==> config.mk <==
export PLATFORM = sky130hd
export DESIGN_NAME = instr_dispatch_fsm_flat
export DESIGN_NICKNAME = d
export VERILOG_FILES = /design/src/rtl/instr_dispatch_fsm_if.sv /design/src/rtl/instr_dispatch_fsm.sv /design/src/flat_wrapper.sv
export SDC_FILE = /design/constraint.sdc
export NUM_CORES = 1
export LEC_CHECK = 0
export BUFFER_PORTS_ARGS = -buffer_cell sky130_fd_sc_hd__buf_2
export CORE_MARGIN = 1
export CORE_UTILIZATION = 48
export DETAILED_ROUTE_END_ITERATION = 10
export PLACE_DENSITY_LB_ADDON = 0.12
export SLEW_MARGIN = 20
export SYNTH_ARGS = -nofsm -noshare
export SYNTH_HDL_FRONTEND = slang
export SYNTH_SLANG_ARGS = --single-unit
==> constraint.sdc <==
create_clock -name clock -period 2.1 [get_ports clock]
set_clock_uncertainty 0.2 [all_clocks]
set_input_delay 0.105 -clock clock [delete_from_list [all_inputs] [get_ports clock]]
set_output_delay 0.105 -clock clock [all_outputs]
set_load 0.05 [all_outputs]
==> src/rtl/instr_dispatch_fsm_if.sv <==
// Bus between the dispatcher and its two neighbours: program memory (fetch side)
// and the execution-FSM bank (FSM_start/fsm_done command side).
interface instr_dispatch_fsm_if #(
    parameter int PC_W = 8
);
    logic            instr_rd_en;
    logic [PC_W-1:0] instr_addr;
    logic [19:0]     instr_data;
    logic            fsm_done;
    logic [3:0]      FSM_start;
    logic [3:0]      opcode;
    logic [5:0]      param1;
    logic [5:0]      param2;

    // Handshake: FSM_start is non-zero for exactly one cycle per issued command;
    // opcode/param1/param2 stay stable from that cycle until the active execution
    // FSM returns a one-cycle fsm_done pulse. instr_data is valid the cycle after
    // instr_rd_en is high for instr_addr.
    modport master (
        output instr_rd_en, instr_addr, FSM_start, opcode, param1, param2,
        input  instr_data, fsm_done
    );

    modport slave (
        input  instr_rd_en, instr_addr, FSM_start, opcode, param1, param2,
        output instr_data, fsm_done
    );
endinterface

==> src/rtl/instr_dispatch_fsm.sv <==
// Instruction dispatcher: fetch, decode and issue commands to execution FSMs over the
// FSM_start/fsm_done handshake. Optional WAIT watchdog enabled by DISPATCH_TIMEOUT_EN.
module instr_dispatch_fsm #(
    parameter int PC_W        = 8,
    parameter int TIMEOUT_CYC = 32
) (
    input  logic                clock,
    input  logic                reset,
    input  logic                run,
    input  logic [PC_W-1:0]     start_pc,
    instr_dispatch_fsm_if.master bus,
    output logic                busy,
    output logic                halted,
    output logic                error,
    output logic [2:0]          state_dbg
);

    typedef enum logic [2:0] {
        S_IDLE   = 3'd0,
        S_FETCH  = 3'd1,
        S_DECODE = 3'd2,
        S_ISSUE  = 3'd3,
        S_WAIT   = 3'd4,
        S_HALTED = 3'd5,
        S_ERROR  = 3'd6
    } state_t;

    state_t          state, state_n;
    logic [PC_W-1:0] pc, pc_n;
    logic            rd_en_q, rd_en_n;
    logic [3:0]      start_q, start_n;
    logic [3:0]      opcode_q, opcode_n;
    logic [5:0]      param1_q, param1_n;
    logic [5:0]      param2_q, param2_n;
    logic            busy_q, busy_n;
    logic            halted_q, halted_n;
    logic            error_q, error_n;

    logic [3:0] dec_fsm_id;
    logic [3:0] dec_opcode;
    logic [5:0] dec_param1;
    logic [5:0] dec_param2;

    assign dec_fsm_id = bus.instr_data[19:16];
    assign dec_opcode = bus.instr_data[15:12];
    assign dec_param1 = bus.instr_data[11:6];
    assign dec_param2 = bus.instr_data[5:0];

`ifdef DISPATCH_TIMEOUT_EN
    localparam int CNT_W = $clog2(TIMEOUT_CYC + 1);
    logic [CNT_W-1:0] wait_cnt, wait_cnt_n;
`else
    logic unused_timeout;
    assign unused_timeout = (TIMEOUT_CYC > 0);
`endif

    always_comb begin
        state_n  = state;
        pc_n     = pc;
        start_n  = 4'h0;
        opcode_n = opcode_q;
        param1_n = param1_q;
        param2_n = param2_q;
`ifdef DISPATCH_TIMEOUT_EN
        wait_cnt_n = wait_cnt;
`endif

        case (state)
            S_IDLE, S_HALTED, S_ERROR: begin
                if (run) begin
                    pc_n    = start_pc;
                    state_n = S_FETCH;
                end
            end
            S_FETCH: begin
                state_n = S_DECODE;
            end
            S_DECODE: begin
                case (dec_fsm_id)
                    4'h0: begin
                        pc_n    = pc + PC_W'(1);
                        state_n = S_FETCH;
                    end
                    4'h1, 4'h2, 4'h3: begin
                        start_n  = dec_fsm_id;
                        opcode_n = dec_opcode;
                        param1_n = dec_param1;
                        param2_n = dec_param2;
                        state_n  = S_ISSUE;
                    end
                    4'hF: begin
                        state_n = S_HALTED;
                    end
                    default: begin
                        state_n = S_ERROR;
                    end
                endcase
            end
            S_ISSUE: begin
                state_n = S_WAIT;
`ifdef DISPATCH_TIMEOUT_EN
                wait_cnt_n = '0;
`endif
            end
            S_WAIT: begin
                // fsm_done takes priority over the watchdog and over any run request
                if (bus.fsm_done) begin
                    pc_n    = pc + PC_W'(1);
                    state_n = S_FETCH;
                end
`ifdef DISPATCH_TIMEOUT_EN
                else if (wait_cnt == CNT_W'(TIMEOUT_CYC - 1)) begin
                    state_n = S_ERROR;
                end else begin
                    wait_cnt_n = wait_cnt + CNT_W'(1);
                end
`endif
            end
            default: begin
                state_n = S_IDLE;
            end
        endcase

        // Status and strobe registers are loaded from the next state so they line up with it
        rd_en_n  = (state_n == S_FETCH);
        busy_n   = (state_n == S_FETCH) || (state_n == S_DECODE) ||
                   (state_n == S_ISSUE) || (state_n == S_WAIT);
        halted_n = (state_n == S_HALTED);
        error_n  = (state_n == S_ERROR);
    end

    always_ff @(posedge clock) begin
        if (reset) begin
            state    <= S_IDLE;
            pc       <= '0;
            rd_en_q  <= 1'b0;
            start_q  <= 4'h0;
            opcode_q <= 4'h0;
            param1_q <= 6'h0;
            param2_q <= 6'h0;
            busy_q   <= 1'b0;
            halted_q <= 1'b0;
            error_q  <= 1'b0;
        end else begin
            state    <= state_n;
            pc       <= pc_n;
            rd_en_q  <= rd_en_n;
            start_q  <= start_n;
            opcode_q <= opcode_n;
            param1_q <= param1_n;
            param2_q <= param2_n;
            busy_q   <= busy_n;
            halted_q <= halted_n;
            error_q  <= error_n;
        end
    end

`ifdef DISPATCH_TIMEOUT_EN
    always_ff @(posedge clock) begin
        if (reset) begin
            wait_cnt <= '0;
        end else begin
            wait_cnt <= wait_cnt_n;
        end
    end
`endif

    assign bus.instr_rd_en = rd_en_q;
    assign bus.instr_addr  = pc;
    assign bus.FSM_start   = start_q;
    assign bus.opcode      = opcode_q;
    assign bus.param1      = param1_q;
    assign bus.param2      = param2_q;
    assign busy            = busy_q;
    assign halted          = halted_q;
    assign error           = error_q;
    assign state_dbg       = state;

endmodule

==> src/flat_wrapper.sv <==
// flat-port wrapper written by rule: the top's interface ports become plain ports
module instr_dispatch_fsm_flat 
#(
    parameter int PC_W        = 8,
    parameter int TIMEOUT_CYC = 32
)
  (clock, reset, run, start_pc, busy, halted, error, state_dbg, bus_instr_rd_en, bus_instr_addr, bus_FSM_start, bus_opcode, bus_param1, bus_param2, bus_instr_data, bus_fsm_done);
  instr_dispatch_fsm_if #(.PC_W(PC_W)) bus_i ();
  input  logic clock;
  input  logic reset;
  input  logic run;
  input  logic [PC_W-1:0] start_pc;
  output logic busy;
  output logic halted;
  output logic error;
  output logic [2:0] state_dbg;
  output wire logic [$bits(bus_i.instr_rd_en)-1:0] bus_instr_rd_en;
  output wire logic [$bits(bus_i.instr_addr)-1:0] bus_instr_addr;
  output wire logic [$bits(bus_i.FSM_start)-1:0] bus_FSM_start;
  output wire logic [$bits(bus_i.opcode)-1:0] bus_opcode;
  output wire logic [$bits(bus_i.param1)-1:0] bus_param1;
  output wire logic [$bits(bus_i.param2)-1:0] bus_param2;
  input wire logic [$bits(bus_i.instr_data)-1:0] bus_instr_data;
  input wire logic [$bits(bus_i.fsm_done)-1:0] bus_fsm_done;
  assign bus_instr_rd_en = bus_i.instr_rd_en;
  assign bus_instr_addr = bus_i.instr_addr;
  assign bus_FSM_start = bus_i.FSM_start;
  assign bus_opcode = bus_i.opcode;
  assign bus_param1 = bus_i.param1;
  assign bus_param2 = bus_i.param2;
  assign bus_i.instr_data = bus_instr_data;
  assign bus_i.fsm_done = bus_fsm_done;
  instr_dispatch_fsm #(.PC_W(PC_W), .TIMEOUT_CYC(TIMEOUT_CYC)) u_core (.clock(clock), .reset(reset), .run(run), .start_pc(start_pc), .bus(bus_i), .busy(busy), .halted(halted), .error(error), .state_dbg(state_dbg));
endmodule
==> results.toml <==
[placed_design]
dpl_worst_slack_ns = 0.223
gp_congestion = 0.901
dp.cells = 297
port_buffers = 66
hpwl_um = 2780

[clock_network]
cts_sinks = 35
clock_tree_from_tritoncts = "done"
number_of_buffers_added_by_the_clock_tree_synthesis_step = 5
cts_buffer_depth = 2
clkTransAtPathRegs_ns = 0.11
post_cts_setup_driven_buffer_insertion_count = 0
clk-insertion-delay-late_ns = 0.33
clock_tree.root_cell = "sky130_fd_sc_hd__clkbuf_4"
clock_tree.htree_level_count = 2

[route]
route.detailed.vias_per_inst = 5.43
ant_nets = 0
detail_route.first_pass.iterations = 4
route.detailed.wl_per_inst_um = 13.5
total_number_of_vias = 1796
drc = 0
drt_first_iter_violations = 139
postRouteWirelength_um = 4460

[critical_path]
worst_setup_end_kind = "flop"
rrSetupSlack_ns = 0.18
cp_data_required_time_ns = 2.17
crit_path_start = "u_core.state_dbg[2]$_SDFF_PP0_"
start_kind = "flop"
timing.reg2reg.worst_path_depth = 4
r2r-end = "u_core.error$_SDFF_PP0_"
worst-endpoint-arrival_ns = 1.99
worst-path-max-fanout = 13
crit_path_class = "reg -> reg"
crit_end = "u_core.error$_SDFF_PP0_"
beginning_of_the_worst_register_to_register_path = "u_core.state_dbg[2]$_SDFF_PP0_"

[synthesis]
synth.area.top_cells = "sky130_fd_sc_hd__dfxtp_1 42%, sky130_fd_sc_hd__nand2_1 8.1%, sky130_fd_sc_hd__a21oi_1 6.3%, sky130_fd_sc_hd__buf_6 2.7%, sky130_fd_sc_hd__mux2i_1 2.4%"
synth_top_flop_cell = "sky130_fd_sc_hd__dfxtp_1"
synth_top_area_frac = 0.422
netlist_area_before_placement_um2 = 1660
postSynthCellCount = 191
synth.yosys.warnings = 0
post-synth-top-count-cell = "sky130_fd_sc_hd__nand2_1"
ffs_latches_synth = 35
postSynth.asyncResetShare = 0
syn-mean-instance-area_um2 = 8.69
seq_area_frac_synth = 0.422
synth_commonest_cells = "36 x sky130_fd_sc_hd__nand2_1, 35 x sky130_fd_sc_hd__dfxtp_1, 21 x sky130_fd_sc_hd__a21oi_1, 7 x sky130_fd_sc_hd__nor2_1, 6 x sky130_fd_sc_hd__nor3_1"
synth_cell_type_count = 46
synth_top_cell_by_area = "sky130_fd_sc_hd__dfxtp_1"
post_synth_edffs = 0

[global_route]
grt_antenna_before_repair = 0
pin_count_of_the_biggest_net_entering_global_routing = 30
overall_routing_resource_usage = 0.252
globalRoute.totalOverflow = 0
wire_length_of_the_first_global_routing_pass_um = 6890
vias_in_the_first_global_route = 1593

[timing]
timing_max_transition_violations_final = 0
grt_setup_unrepaired = "no"
period_utilization = 0.912
clock.fmax_ghz = 0.522
fin_crit_ns = 1.92
maxSlewHeadroom = 0.656
report.final.hold_viol_count = 0
final-setup-viol-count = 0
tightest_slew_ns = 0.509
tns_ns = 0
setup_slack_ns = 0.185

[job]
drv_cap = 0

[floorplanning]
rows = 20
die_area_um2 = 3700
initial_core_util = 0.522
floorplan.core_area_um2 = 3180
die_height_um = 60.8
design.portCount = 67
die_wd_um = 60.8

[layout]
layout_overhead_on_the_synthesized_area_pct = 43.5
n_diodes = 0
post-route-util = 0.750
nets = 319
layoutNonFillerInstCount = 331
ratio_of_cells_with_drive_above_1_in_the_final_layout = 0.303

[pwr]
post-layout-total-power_mw = 2.10
cellLeakagePower_nw = 1.03
power_per_unit_of_standard_cell_area_nw_per_um2 = 880
irDropWorstVdd_uv = 700

[worst_hold_path]
hold_class = "in -> reg"

[outcome]
outcome = "finished, final reports clean"
layout by cell type, fill, tap and decap left out, drive strengths merged, types with 2 or more instances in the layout:
master       netlist  layout
a211oi             2       2
a21oi             21      21
a221o              2       2
a221oi             2       2
a311oi             2       2
a32oi              2       2
and3               5       5
buf                7      73
bufinv             0       2
clkbuf             5       6
conb               1       2
dfxtp             35      35
dlygate4sd3        0      26
inv                3       3
mux2i              4       4
nand2             37      37
nand2b             4       4
nand3              3       3
nand3b             2       2
nor2               7       7
nor2b              3       3
nor3               6       6
nor4               4       4
nor4b              3       3
o21ai              5       5
o311ai             4       4
o31a               2       2
o31ai              4       4
o32ai              2       2
or2                2       2
or4                2       2
cells by family (layout without fill, tap and decap cells):
group | count (synthesis) | count (layout) | synth area share
XOR/XNOR | 1 | 1 | 0.00980
AO/OA/AOI/OAI | 54 | 54 | 0.227
other | 1 | 2 | 0.00226
AND/OR/NAND/NOR | 80 | 80 | 0.250
multiplexers | 4 | 4 | 0.0241
buffers and inverters | 15 | 110 | 0.0573
adder cells (fa/ha/maj) | 1 | 1 | 0.00753
flip-flops | 35 | 35 | 0.422
what timing repair did:
item,CTS,global route
hold buffers,26,0
gates resized for setup,0,0
endpoints found under the hold margin,26,0
flip-flops by register name, indices dropped and copies added (netlist names):
name                    cells
u_core.bus.FSM_start        4
u_core.bus.instr_addr       8
u_core.bus.instr_rd_en      1
u_core.bus.opcode           4
u_core.bus.param1           6
u_core.bus.param2           6
u_core.busy                 1
u_core.error                1
u_core.halted               1
u_core.state_dbg            3
critical path: stages (launching register included):
cell and delay [ns]:
sky130_fd_sc_hd__dfxtp_2 0.40, sky130_fd_sc_hd__nor2b_1 0.42, sky130_fd_sc_hd__nand3b_1 0.14, sky130_fd_sc_hd__a32oi_1 0.47, sky130_fd_sc_hd__and3_1 0.23
how the worst min path moves through the flow:
| stage | endpoint | cells after the start | slack, ns | from |
|---|---|---|---|---|
| after floorplan | u_core.bus.opcode[0]$_SDFFE_PP0P_ | 2 | 0.04 | bus_instr_data[12] |
| after global placement | u_core.bus.opcode[0]$_SDFFE_PP0P_ | 3 | 0.15 | bus_instr_data[12] |
| after detailed placement | u_core.bus.param1[1]$_SDFFE_PP0P_ | 3 | 0.15 | bus_instr_data[7] |
| after CTS | u_core.state_dbg[0]$_SDFF_PP0_ | 4 | 0.01 | bus_fsm_done |
| after global routing | u_core.bus.instr_addr[0]$_SDFFE_PP0P_ | 4 | 0.05 | start_pc[0] |
| final | u_core.state_dbg[0]$_SDFF_PP0_ | 4 | 0.03 | bus_fsm_done |
cell type report:
class | instances | area [um2]
clock buffer | 6 | 41.3
tap | 44 | 55.1
clock inverter | 2 | 60.1
multi-input combinational | 142 | 868
timing repair buffer | 99 | 643
inverter | 3 | 11.3
fill | 247 | 796
sequential | 35 | 703
power breakdown:
part	internal (mW)	total, mW	switching [mW]
registers	0.724	0.795	0.0707
logic	0.245	0.715	0.469
clock network	0.372	0.588	0.216
total	1.34	2.10	0.756
per-layer routing:
layer,global-route usage,vias to the layer above,part of all wire
met1,0.311,824,0.43
li1,-,899,-
met4,0.0552,0,0.0065
met3,0.0704,4,0.078
met5,0,-,0
met2,0.436,69,0.48
through the flow:
stage | hold WS [ns] | cell area (um2)
after floorplan | 0.0410 | 1670
after detailed placement | 0.151 | 2020
final | 0.0261 | 2380
after global routing | 0.0496 | 2380
after global placement | 0.149 | 2020
after CTS | 0.0114 | 2380
Power figures use the tool's default switching activity.
